<file path="config.mk">
export PLATFORM = sky130hd
export DESIGN_NAME = writeback_unit_flat
export DESIGN_NICKNAME = d
export VERILOG_FILES = /design/src/rtl/wb_pkg.sv /design/src/rtl/writeback_unit_if.sv /design/src/rtl/wb_load_fifo.sv /design/src/rtl/writeback_unit.sv /design/src/flat_wrapper.sv
export SDC_FILE = /design/constraint.sdc
export NUM_CORES = 1
export LEC_CHECK = 0
export CORE_MARGIN = 8
export CORE_UTILIZATION = 50
export DETAILED_ROUTE_END_ITERATION = 10
export GPL_ROUTABILITY_DRIVEN = 1
export PLACE_DENSITY = 0.78
export SLEW_MARGIN = 10
export SYNTH_ARGS = -nofsm -noshare
export SYNTH_HDL_FRONTEND = slang
export SYNTH_SLANG_ARGS = --single-unit
</file>
<file path="constraint.sdc">
create_clock -name clk -period 3.96 [get_ports clk]
set_input_delay 0.792 -clock clk [delete_from_list [all_inputs] [get_ports clk]]
set_output_delay 0.792 -clock clk [all_outputs]
set_load 0.03 [all_outputs]
</file>
<file path="src/rtl/wb_pkg.sv">
// Shared types and constants for the write-back stage.
package wb_pkg;

    localparam int unsigned XLEN       = 32;
    localparam int unsigned REG_ADDR_W = 5;
    localparam int unsigned NUM_REGS   = 32;

    // One result headed for the register file: destination plus value.
    typedef struct packed {
        logic [REG_ADDR_W-1:0] rd;
        logic [XLEN-1:0]       data;
    } wb_result_t;

endpackage

</file>
<file path="src/rtl/writeback_unit_if.sv">
// Bundle of decode, ALU, load and register-file signals around the write-back stage.
// Build option: WB_BYPASS_EN adds the rs1/rs2 forwarding outputs.
interface writeback_unit_if;
    import wb_pkg::*;

    logic                  issue_valid;
    logic [REG_ADDR_W-1:0] issue_rd;
    logic                  issue_stall;
    logic [REG_ADDR_W-1:0] rs1_addr;
    logic [REG_ADDR_W-1:0] rs2_addr;
    logic                  rs1_pending;
    logic                  rs2_pending;
    logic                  alu_valid;
    logic [REG_ADDR_W-1:0] alu_rd;
    logic [XLEN-1:0]       alu_data;
    logic                  ld_valid;
    logic [REG_ADDR_W-1:0] ld_rd;
    logic [XLEN-1:0]       ld_data;
    logic                  ld_ready;
    logic                  reg_write;
    logic [REG_ADDR_W-1:0] rd_addr;
    logic [XLEN-1:0]       write_data;
`ifdef WB_BYPASS_EN
    logic                  rs1_fwd_valid;
    logic                  rs2_fwd_valid;
    logic [XLEN-1:0]       rs1_fwd_data;
    logic [XLEN-1:0]       rs2_fwd_data;
`endif

    // Pipeline side: decode, execute and memory stages.
    modport master (
        output issue_valid, issue_rd, rs1_addr, rs2_addr,
        output alu_valid, alu_rd, alu_data, ld_valid, ld_rd, ld_data,
        input  issue_stall, rs1_pending, rs2_pending, ld_ready,
        input  reg_write, rd_addr, write_data
`ifdef WB_BYPASS_EN
        , input rs1_fwd_valid, rs2_fwd_valid, rs1_fwd_data, rs2_fwd_data
`endif
    );

    // Write-back unit side.
    modport slave (
        input  issue_valid, issue_rd, rs1_addr, rs2_addr,
        input  alu_valid, alu_rd, alu_data, ld_valid, ld_rd, ld_data,
        output issue_stall, rs1_pending, rs2_pending, ld_ready,
        output reg_write, rd_addr, write_data
`ifdef WB_BYPASS_EN
        , output rs1_fwd_valid, rs2_fwd_valid, rs1_fwd_data, rs2_fwd_data
`endif
    );

endinterface

</file>
<file path="src/rtl/wb_load_fifo.sv">
// Load-result buffer: LQ_DEPTH-entry FIFO with wrap-bit pointers (LQ_DEPTH power of two).
module wb_load_fifo
    import wb_pkg::*;
#(
    parameter int unsigned LQ_DEPTH = 2
) (
    input  logic       clk,
    input  logic       reset,
    input  logic       push,
    input  wb_result_t push_data,
    input  logic       pop,
    output wb_result_t head,
    output logic       full,
    output logic       empty
);

    localparam int unsigned PTR_W = $clog2(LQ_DEPTH);

    wb_result_t       mem [LQ_DEPTH];
    logic [PTR_W:0]   wr_ptr_q;
    logic [PTR_W:0]   rd_ptr_q;
    logic             do_push;
    logic             do_pop;

    // Same index with differing wrap bits means the buffer has lapped the reader.
    assign empty   = (wr_ptr_q == rd_ptr_q);
    assign full    = (wr_ptr_q[PTR_W] != rd_ptr_q[PTR_W]) &&
                     (wr_ptr_q[PTR_W-1:0] == rd_ptr_q[PTR_W-1:0]);
    assign do_push = push && !full;
    assign do_pop  = pop && !empty;
    assign head    = mem[rd_ptr_q[PTR_W-1:0]];

    // Pointer update; reset empties the buffer.
    always_ff @(posedge clk) begin
        if (!reset) begin
            wr_ptr_q <= '0;
            rd_ptr_q <= '0;
        end else begin
            if (do_push) wr_ptr_q <= wr_ptr_q + (PTR_W+1)'(1);
            if (do_pop)  rd_ptr_q <= rd_ptr_q + (PTR_W+1)'(1);
        end
    end

    // Entry storage; stale slots are masked by the pointers so no reset is needed.
    always_ff @(posedge clk) begin
        if (do_push) mem[wr_ptr_q[PTR_W-1:0]] <= push_data;
    end

endmodule

</file>
<file path="src/rtl/writeback_unit.sv">
// Write-back stage: pending-write scoreboard, ALU/load arbiter and registered write port.
// Build option: WB_BYPASS_EN forwards the in-flight write to decode sources.
module writeback_unit
    import wb_pkg::*;
#(
    parameter int unsigned LQ_DEPTH = 2
) (
    input logic             clk,
    input logic             reset,
    writeback_unit_if.slave wb
);

    logic [NUM_REGS-1:0]   pending_q;
    logic [NUM_REGS-1:0]   pending_d;
    logic                  reg_write_q;
    logic [REG_ADDR_W-1:0] rd_addr_q;
    logic [XLEN-1:0]       write_data_q;

    wb_result_t alu_res;
    wb_result_t ld_res;
    wb_result_t fifo_head;
    wb_result_t sel_res;
    logic       sel_valid;
    logic       sel_write;
    logic       ld_fire;
    logic       ld_direct;
    logic       fifo_push;
    logic       fifo_pop;
    logic       fifo_full;
    logic       fifo_empty;
    logic       issue_stall;
    logic       issue_fire;
    logic       rs1_fwd;
    logic       rs2_fwd;

    assign alu_res = '{rd: wb.alu_rd, data: wb.alu_data};
    assign ld_res  = '{rd: wb.ld_rd, data: wb.ld_data};

    assign wb.ld_ready = reset && !fifo_full;
    assign ld_fire     = wb.ld_valid && wb.ld_ready;
    // An idle ALU with an empty buffer lets the arriving load go straight to the write port.
    assign ld_direct   = ld_fire && !wb.alu_valid && fifo_empty;
    assign fifo_push   = ld_fire && !ld_direct;
    assign fifo_pop    = !wb.alu_valid && !fifo_empty;

    wb_load_fifo #(
        .LQ_DEPTH (LQ_DEPTH)
    ) u_load_fifo (
        .clk       (clk),
        .reset     (reset),
        .push      (fifo_push),
        .push_data (ld_res),
        .pop       (fifo_pop),
        .head      (fifo_head),
        .full      (fifo_full),
        .empty     (fifo_empty)
    );

    // Arbiter: ALU always wins, then the oldest buffered load, then a fresh load.
    always_comb begin
        sel_valid = 1'b0;
        sel_res   = alu_res;
        if (wb.alu_valid) begin
            sel_valid = 1'b1;
        end else if (!fifo_empty) begin
            sel_valid = 1'b1;
            sel_res   = fifo_head;
        end else if (ld_direct) begin
            sel_valid = 1'b1;
            sel_res   = ld_res;
        end
    end

    // Writes to x0 are dropped here, after any buffer pop has been taken.
    assign sel_write = sel_valid && (sel_res.rd != '0);

    // Registered register-file write port.
    always_ff @(posedge clk) begin
        if (!reset) begin
            reg_write_q  <= 1'b0;
            rd_addr_q    <= '0;
            write_data_q <= '0;
        end else begin
            reg_write_q <= sel_write;
            if (sel_write) begin
                rd_addr_q    <= sel_res.rd;
                write_data_q <= sel_res.data;
            end
        end
    end

    assign wb.reg_write  = reg_write_q;
    assign wb.rd_addr    = rd_addr_q;
    assign wb.write_data = write_data_q;

    assign issue_stall    = wb.issue_valid && (wb.issue_rd != '0) && pending_q[wb.issue_rd];
    assign issue_fire     = wb.issue_valid && !issue_stall && (wb.issue_rd != '0);
    assign wb.issue_stall = issue_stall;

    // Scoreboard next state: the completing write clears, a new issue sets and wins.
    always_comb begin
        pending_d = pending_q;
        if (reg_write_q) pending_d[rd_addr_q] = 1'b0;
        if (issue_fire)  pending_d[wb.issue_rd] = 1'b1;
        pending_d[0] = 1'b0;
    end

    // Scoreboard register.
    always_ff @(posedge clk) begin
        if (!reset) pending_q <= '0;
        else        pending_q <= pending_d;
    end

`ifdef WB_BYPASS_EN
    assign rs1_fwd = reg_write_q && (rd_addr_q == wb.rs1_addr) && (wb.rs1_addr != '0);
    assign rs2_fwd = reg_write_q && (rd_addr_q == wb.rs2_addr) && (wb.rs2_addr != '0);
    assign wb.rs1_fwd_valid = rs1_fwd;
    assign wb.rs2_fwd_valid = rs2_fwd;
    assign wb.rs1_fwd_data  = write_data_q;
    assign wb.rs2_fwd_data  = write_data_q;
`else
    assign rs1_fwd = 1'b0;
    assign rs2_fwd = 1'b0;
`endif

    // A forwarded source no longer needs to wait for the register file.
    assign wb.rs1_pending = (wb.rs1_addr != '0) && pending_q[wb.rs1_addr] && !rs1_fwd;
    assign wb.rs2_pending = (wb.rs2_addr != '0) && pending_q[wb.rs2_addr] && !rs2_fwd;

endmodule

</file>
<file path="src/flat_wrapper.sv">
// flat-port wrapper written by rule: the top's interface ports become plain ports
module writeback_unit_flat import wb_pkg::*;
#(
    parameter int unsigned LQ_DEPTH = 2
)
  (clk, reset, wb_issue_valid, wb_issue_rd, wb_rs1_addr, wb_rs2_addr, wb_alu_valid, wb_alu_rd, wb_alu_data, wb_ld_valid, wb_ld_rd, wb_ld_data, wb_issue_stall, wb_rs1_pending, wb_rs2_pending, wb_ld_ready, wb_reg_write, wb_rd_addr, wb_write_data);
  writeback_unit_if wb_i ();
  input logic clk;
  input logic reset;
  input wire logic [$bits(wb_i.issue_valid)-1:0] wb_issue_valid;
  input wire logic [$bits(wb_i.issue_rd)-1:0] wb_issue_rd;
  input wire logic [$bits(wb_i.rs1_addr)-1:0] wb_rs1_addr;
  input wire logic [$bits(wb_i.rs2_addr)-1:0] wb_rs2_addr;
  input wire logic [$bits(wb_i.alu_valid)-1:0] wb_alu_valid;
  input wire logic [$bits(wb_i.alu_rd)-1:0] wb_alu_rd;
  input wire logic [$bits(wb_i.alu_data)-1:0] wb_alu_data;
  input wire logic [$bits(wb_i.ld_valid)-1:0] wb_ld_valid;
  input wire logic [$bits(wb_i.ld_rd)-1:0] wb_ld_rd;
  input wire logic [$bits(wb_i.ld_data)-1:0] wb_ld_data;
  output wire logic [$bits(wb_i.issue_stall)-1:0] wb_issue_stall;
  output wire logic [$bits(wb_i.rs1_pending)-1:0] wb_rs1_pending;
  output wire logic [$bits(wb_i.rs2_pending)-1:0] wb_rs2_pending;
  output wire logic [$bits(wb_i.ld_ready)-1:0] wb_ld_ready;
  output wire logic [$bits(wb_i.reg_write)-1:0] wb_reg_write;
  output wire logic [$bits(wb_i.rd_addr)-1:0] wb_rd_addr;
  output wire logic [$bits(wb_i.write_data)-1:0] wb_write_data;
  assign wb_i.issue_valid = wb_issue_valid;
  assign wb_i.issue_rd = wb_issue_rd;
  assign wb_i.rs1_addr = wb_rs1_addr;
  assign wb_i.rs2_addr = wb_rs2_addr;
  assign wb_i.alu_valid = wb_alu_valid;
  assign wb_i.alu_rd = wb_alu_rd;
  assign wb_i.alu_data = wb_alu_data;
  assign wb_i.ld_valid = wb_ld_valid;
  assign wb_i.ld_rd = wb_ld_rd;
  assign wb_i.ld_data = wb_ld_data;
  assign wb_issue_stall = wb_i.issue_stall;
  assign wb_rs1_pending = wb_i.rs1_pending;
  assign wb_rs2_pending = wb_i.rs2_pending;
  assign wb_ld_ready = wb_i.ld_ready;
  assign wb_reg_write = wb_i.reg_write;
  assign wb_rd_addr = wb_i.rd_addr;
  assign wb_write_data = wb_i.write_data;
  writeback_unit #(.LQ_DEPTH(LQ_DEPTH)) u_core (.clk(clk), .reset(reset), .wb(wb_i));
endmodule
</file>
==> summary.md, run 1 <==
| Metric | Value |
|---|---|
| Status | completed |
| Layout cells sized above 1 | 0.136 |
| Initial Utilization | 0.509 |
| Final Net Count | between 800 and 900 |
| CTS tree | yes |
| Number of enable flip-flop cells after synthesis | 74 |
| Crit path DAT | between 3 and 4 ns |
| Drt wl/cell | roughly 22 µm |
| Met2 Use GR | 0.364 |
| Final Max Slew Viols | 0 |
| Starting DRC count in detailed routing | between 400 and 500 |
| Share of flip-flops with an asynchronous set or reset | 0 |
| Rows | 44 |
| Relative slew slack | 0.524 |
| Ant diodes | 0 |
| Clock transition at path regs | roughly 0.060 ns |
| Critical path required time | 3.17 ns |
| Router iterations before antenna repair | 5 |
| Grt ovf | 0 |
| CP cell instances | clkdlybuf4s50_1 > buf_12 > mux4_2 > mux4_2 > mux2_2 > dlygate4sd2_1 |
| Worst Hold Depth | 2 |
| LEAKAGE | approximately 3.2 nW |
| Netlist Area Pre-Place | 0.00736 mm² |
| Width of the die | 137 µm |
| Hold path endpoint | u_core.wb.write_data[22]$_SDFFE_PN0P_ |
| Max cap viols | 0 |
| # DRC | 0 |
| Die footprint | 0.0189 mm² |
| Fmax | ~260 MHz |
| Mapped Avg Cell Area | 12.3 µm² |
| Register-to-Register Setup Slack | between 1 and 1.5 ns |
| Number of cells on the worst reg-to-reg path | 8 |
| Vias per cell | a little over 6 |
| Tightest Pin Transition | roughly 0.71 ns |
| CTS Buf Count | 17 |
| CTS H-tree lvls | 4 |
| Hold Path Origin | u_core.wb.write_data[22]$_SDFFE_PN0P_ |
| Core area | 0.0145 mm² |
| Highest-delay cell along the critical path | clkdlybuf4s50_1 |
| First-pass GRT wire length | between 30 and 40 mm |
| Post-synth top flop | edfxtp_1 |
| Routed WL | just over 20 mm |
| CP max stage delay | between 0.5 and 0.6 ns |
| Worst min path class | reg2reg |
| Post-Layout Cell Count | 921 |
| Placer's final routability congestion estimate | ~0.98 |
| Root buffer cell | clkbuf_16 |
| Final hold slack | roughly 0.46 ns |
| # fillers | between 1000 and 1500 |
| Synth Net Count | 692 |
| Most common cell after layout, fill and taps aside | clkdlybuf4s50_1 |
| Final setup viols | 0 |
| Grt peak-use layer | met2 |
| Synth Instances | around 600 |
| Post-layout min period | ~3.8 ns |
| Met3 usage | 0.0627 |
| Vias after detailed routing | about 5700 |
| CP most frequent cell | mux4_2 |
| Peak VDD IR | roughly 0.31 mV |
| Dpl hpwl | 14.5 mm |
| Setup Skew | 0.0106 ns |
| Largest net degree at the start of global routing | 64 |
| Met1 usage | 0.256 |
| CP Launch Type | input pin |
| I/O Buffers | ~140 |
| Area Overhead vs Synth | 27.7% |
| Crit-path max FO | 9 |
| Die Height | about 140 µm |
| Netlist cell types | 59 |
| Seq/Total Area, Yosys | 0.503 |
| Critical path class | in2out |
| Power Density | approximately 490 mW/mm² |
| Worst skew pair latency | between 0.4 and 0.5 ns |
| Synth warnings | 0 |
| RSZ-0062 raised after global routing | no |
| Final Hold Viols | 0 |
| Vias in the first global route | approximately 5900 |
| Reg2reg start | u_core.u_load_fifo.wr_ptr_q[0]$_SDFFE_PN0N_ |
| CTS Buffer Depth | 2 |
| Type of element capturing the critical path | output pin |
| Placed cells | ~900 |
| Multi-input gate area | between 0.003 and 0.004 mm² |
| FF/Latch Area | around 0.0037 mm² |
| Yosys reg bits | 148 |
| Commonest cells after routing, fill and taps aside | clkdlybuf4s50_1 (131), edfxtp_1 (74), dfxtp_1 (73) |
| Period utilization | 0.971 |
| Post-CTS Setup Bufs | 0 |
| Total track usage | 0.219 |
| Initial antenna violation count | 0 |
| Remaining antenna violation count after routing | 0 |
| I/O pins | between 100 and 150 |
| Worst r2r dst | u_core.wb.rd_addr[3]$_SDFFE_PN0P_ |
| Sink Count | about 150 |
-- what timing repair did --
| action | CTS | global route |
|---|---|---|
| pin swaps | 0 | 0 |
| hold buffers | 0 | 0 |
| resized for setup | 3 | 2 |
| setup endpoints to repair | 3 | 1 |
| hold endpoints to repair | 0 | 0 |
-- worst max-delay path, delay by kind of cell --
| family | cells | cell delay, ns |
|---|---|---|
| buffers and inverters | 3 | 1.02 |
| muxes | 3 | 1.25 |
-- routing by layer --
metal | vias to the layer above | share of wire
met5 | - | 0
met4 | 0 | 0.029
met3 | 54 | 0.084
met2 | 264 | 0.50
met1 | 2808 | 0.39
li1 | 2621 | -
-- worst max path at each step --
stage / from / end / slack (ns) / cells past startpoint
5_1_grt: wb_rs2_addr[0] / wb_rs2_pending / 0.02 / 8
4_1_cts: wb_issue_rd[0] / wb_issue_stall / 0.01 / 9
6_report: wb_rs2_addr[0] / wb_rs2_pending / 0.11 / 6
3_3_place_gp: wb_issue_rd[0] / wb_issue_stall / -0.20 / 9
3_5_place_dp: wb_issue_rd[0] / wb_issue_stall / -0.22 / 9
2_1_floorplan: reset / u_core.u_load_fifo.mem[0][0]$_DFFE_PP_ / 0.37 / 4
-- layout make-up --
type | instances | area share
well taps | 184 | 0.0245
clock buffers | 19 | 0.0460
multi-input cells | 395 | 0.350
repair buffers | 156 | 0.166
inverters | 6 | 0.00239
flip-flops and latches | 148 | 0.394
clock inverters | 13 | 0.0168
-- cells in the mapped netlist (3+ instances only) --
library cell   instances  area share
xnor2_1                6      0.0071
nand3b_1               5      0.0051
clkbuf_8               4      0.0075
o21ai_0               21       0.014
o211ai_1              27       0.028
dlygate4sd3_1          8       0.011
a32o_1                 9       0.012
dfxtp_1               74        0.20
nor4_1                 3      0.0025
mux2i_1               70       0.095
nand2b_1               9      0.0076
clkbuf_1              24       0.012
buf_2                  3      0.0020
nor2b_1                5      0.0042
nand2_1               61       0.031
nor3_1                 4      0.0027
o21ai_1                3      0.0020
inv_1                  6      0.0031
mux2_2                 4      0.0061
edfxtp_1              74        0.30
mux4_2                26       0.080
a21oi_1                7      0.0048
o221ai_1              33       0.039
nor2_1                16      0.0082
and3_1                 6      0.0051
nand3_1                6      0.0041
and2_1                 3      0.0025
nor3b_1                3      0.0031
a2bb2oi_1             32       0.038
o31ai_1                5      0.0051
buf_12                 3      0.0082
buf_1                  3      0.0015
-- per-stage QoR --
| step | setup WS [ns] | TNS (ns) | utilization | power (W) | area (µm²) |
|---|---|---|---|---|---|
| 3_3_place_gp | -0.197 | -0.299 | 0.609 | 0.00305 | 8820 |
| 5_1_grt | 0.0190 | 0 | 0.650 | 0.00483 | 9410 |
| 3_5_place_dp | -0.222 | -0.369 | 0.609 | 0.00308 | 8820 |
| 6_report | 0.114 | 0 | 0.650 | 0.00465 | 9410 |
| 2_1_floorplan | 0.365 | 0 | - | 0.00265 | 7360 |
| 4_1_cts | 0.0124 | 0 | 0.650 | 0.00468 | 9410 |
-- cells by family after synthesis --
family / Yosys count / synth area share
AO/OA/AOI/OAI: 152 / 0.162
XOR/XNOR: 8 / 0.0116
buffers and inverters: 55 / 0.0508
flip-flops: 148 / 0.503
multiplexers: 100 / 0.181
AND/OR/NAND/NOR: 135 / 0.0923
-- state kept, by name (all words and copies together) (netlist names), named ones only --
name and cells:
u_core.pending_q 31, u_core.wb.rd_addr 5, u_core.wb.write_data 32, u_core.wb.reg_write 1, u_core.u_load_fifo.rd_ptr_q 2, u_core.u_load_fifo.mem 74, u_core.u_load_fifo.wr_ptr_q 2
-- power breakdown --
group | switching (W) | internal, W | leakage [nW] | total, W
sequential | 0.000108 | 0.00174 | 1.29 | 0.00185
combinational | 0.000673 | 0.000526 | 1.63 | 0.00120
clock | 0.000612 | 0.000989 | 0.291 | 0.00160
total | 0.00139 | 0.00326 | 3.20 | 0.00465
(Power assumes the default switching activity.)
==> run 2: changes to the inputs <==
--- a/config.mk
+++ b/config.mk
@@ -9,7 +9,7 @@
 export CORE_UTILIZATION = 50
 export DETAILED_ROUTE_END_ITERATION = 10
 export GPL_ROUTABILITY_DRIVEN = 1
-export PLACE_DENSITY = 0.78
+export PLACE_DENSITY = 0.77
 export SLEW_MARGIN = 10
 export SYNTH_ARGS = -nofsm -noshare
 export SYNTH_HDL_FRONTEND = slang
==> summary.md, run 2 (synthesis gave the netlist of run 1 again) <==
| Metric | Value |
|---|---|
| Status | completed |
| LEAKAGE | 3.20 nW (about the same) |
| CTS H-tree lvls | 4 (unchanged) |
| Max cap viols | 0 (unchanged) |
| Router iterations before antenna repair | 5 (unchanged) |
| Reg2reg start | u_core.u_load_fifo.wr_ptr_q[0]$_SDFFE_PN0N_ |
| Routed WL | 20.6 mm (+1.7%) |
| RSZ-0062 raised after global routing | no |
| Final Hold Viols | 0 (unchanged) |
| # fillers | 1121 (+0.54%) |
| I/O pins | 136 (unchanged) |
| Starting DRC count in detailed routing | 333 (-25%) |
| Layout cells sized above 1 | 0.141 (+0.00486) |
| Area Overhead vs Synth | 28.1% |
| CP most frequent cell | mux4_2 |
| Largest net degree at the start of global routing | 75 (+17%) |
| Vias after detailed routing | 5720 (-0.47%) |
| Worst min path class | reg2reg |
| CTS Buffer Depth | 2 (unchanged) |
| Post-cts gate resize count | 3 (unchanged) |
| Initial Utilization | 0.509 (unchanged) |
| Fmax | 260 MHz (+0.12%) |
| CP max stage delay | 0.51 ns (about the same) |
| Vias per cell | 6.19 (-0.79%) |
| Family with the most delay on the worst path | multiplexers |
| Register-to-Register Setup Slack | 1.36 ns (+0.06 ns) |
| Commonest cells after routing, fill and taps aside | clkdlybuf4s50_1 (131), edfxtp_1 (74), dfxtp_1 (73) |
| First-pass GRT wire length | 32.0 mm (+0.11%) |
| Placer's final routability congestion estimate | 0.990 (+1.1%) |
| Width of the die | 137 µm (unchanged) |
| Type of element capturing the critical path | output pin |
| Rows | 44 (unchanged) |
| CP Depth | 6 (unchanged) |
| Dpl hpwl | 14.7 mm (+1.5%) |
| Buffers plus inverters on the worst setup path | 3 (unchanged) |
| Drt wl/cell | 22.3 µm (+1.4%) |
| Fin Setup TNS | 0 ns (unchanged) |
| Worst setup startpoint | wb_rs2_addr[0] |
| Crit path DAT | 3.05 ns (about the same) |
| Final Max Slew Viols | 0 (unchanged) |
| # DRC | 0 (unchanged) |
| Critical path required time | 3.17 ns (about the same) |
| Sink Count | 148 (unchanged) |
| Root buffer cell | clkbuf_16 |
| Post-CTS Setup Bufs | 0 (unchanged) |
| Worst r2r dst | u_core.wb.rd_addr[2]$_SDFFE_PN0P_ |
| Most common cell after layout, fill and taps aside | clkdlybuf4s50_1 |
| Critical path class | in2out |
| Placed cells | 892 (+0.34%) |
| Tightest Pin Transition | 0.743 ns (+0.0366 ns) |
| Crit-path max FO | 9 (unchanged) |
| Grt ovf | 0 (unchanged) |
| Post-layout min period | 3.84 ns (-0.00464 ns) |
| Number of cells on the worst reg-to-reg path | 7 (-1) |
| Final Net Count | 821 (+0.37%) |
| Peak VDD IR | 0.300 mV (-3.1%) |
| Ant diodes | 0 (unchanged) |
| Total track usage | 0.221 (+0.00223) |
| CP cell instances | clkdlybuf4s50_1 > buf_12 > mux4_2 > mux4_2 > mux2_2 > dlygate4sd2_1 |
| Total power | 0.00468 W (+0.55%) |
| Relative slew slack | 0.505 (-0.0194) |
| Worst skew pair latency | 0.42 ns (about the same) |
| Remaining antenna violation count after routing | 0 (unchanged) |
| Vias in the first global route | 5863 (-1.2%) |
| Setup Skew | 0.00605 ns (-0.00454 ns) |
| Final hold slack | 0.463 ns (-0.000464 ns) |
| CTS tree | yes |
| Capture point of the worst path | wb_rs2_pending |
| I/O Buffers | 135 (unchanged) |
| Power Density | 496 mW/mm² (+0.27%) |
| Post-Layout Cell Count | 924 (+0.33%) |
| Hold-fix buffers, CTS | 0 (unchanged) |
| Clock transition at path regs | 0.06 ns (about the same) |
| Core area | 0.0145 mm² (unchanged) |
| CP Launch Type | input pin |
| Max FFs per register | 74 (unchanged) |
| Initial antenna violation count | 0 (unchanged) |
| CTS Buf Count | 17 (unchanged) |
| Die footprint | 0.0189 mm² (unchanged) |
| Final setup viols | 0 (unchanged) |
| Die Height | 137 µm (unchanged) |
| Highest-delay cell along the critical path | clkdlybuf4s50_1 |
| Period utilization | 0.970 (-0.00117) |
-- run 2: cell types whose count changed in the layout (fill, tap and decap cells not counted) --
cell,before,now
clkinv_4,3,4
buf_4,17,21
clkbuf_1,2,0
clkinv_2,5,0
clkinvlp_2,0,1
inv_6,1,2
clkinvlp_4,1,4
buf_12,5,4
clkinv_1,0,1
-- run 2: how the worst min path moves through the flow --
stage	startpoint	cells after the start	endpoint	slack, ns
finish	u_core.wb.write_data[22]$_SDFFE_PN0P_	2	u_core.wb.write_data[22]$_SDFFE_PN0P_	0.46
global route	u_core.wb.write_data[23]$_SDFFE_PN0P_	2	u_core.wb.write_data[23]$_SDFFE_PN0P_	0.48
CTS	u_core.wb.write_data[24]$_SDFFE_PN0P_	2	u_core.wb.write_data[24]$_SDFFE_PN0P_	0.47
detailed placement	u_core.wb.write_data[24]$_SDFFE_PN0P_	2	u_core.wb.write_data[24]$_SDFFE_PN0P_	0.46
global placement	u_core.wb.write_data[10]$_SDFFE_PN0P_	2	u_core.wb.write_data[10]$_SDFFE_PN0P_	0.45
floorplan	u_core.pending_q[20]$_SDFF_PN0_	2	u_core.pending_q[20]$_SDFF_PN0_	0.46
-- run 2: stage by stage --
stage          worst slack (ns)  utilization  instance area, µm²
3_5_place_dp             -0.226        0.610                8830
5_1_grt                  0.0505        0.651                9430
2_1_floorplan             0.365            -                7360
6_report                  0.118        0.651                9430
4_1_cts                0.000907        0.652                9440
3_3_place_gp             -0.223        0.610                8830
-- run 2: layer usage --
metal | part of all wire | track usage
met1 | 0.41 | 0.265
met2 | 0.50 | 0.367
met3 | 0.070 | 0.0587
met4 | 0.024 | 0.0984
met5 | 0 | 0
-- run 2: cell type report --
class / count / area (µm²) / share of cell area
sequential: 148 / 3700 / 0.393
clock inverter: 15 / 181 / 0.0192
multi-input combinational: 395 / 3300 / 0.350
inverter: 6 / 22.5 / 0.00239
tap: 184 / 230 / 0.0244
clock buffer: 17 / 425 / 0.0451
timing repair buffer: 159 / 1570 / 0.167
-- run 2: power by group --
group	switching [W]	internal, W
Combinational	0.000677	0.000527
Clock	0.000633	0.000993
Sequential	0.000104	0.00174
-- run 2: worst register-to-register path: stages, from the launching register on --
cell and delay, ns:
dfxtp_1 0.40, xnor2_1 0.38, nand2_1 0.36, a311oi_1 0.52, nor3_1 0.14, a21o_2 0.23
buf_12 0.20, a31o_2 0.28
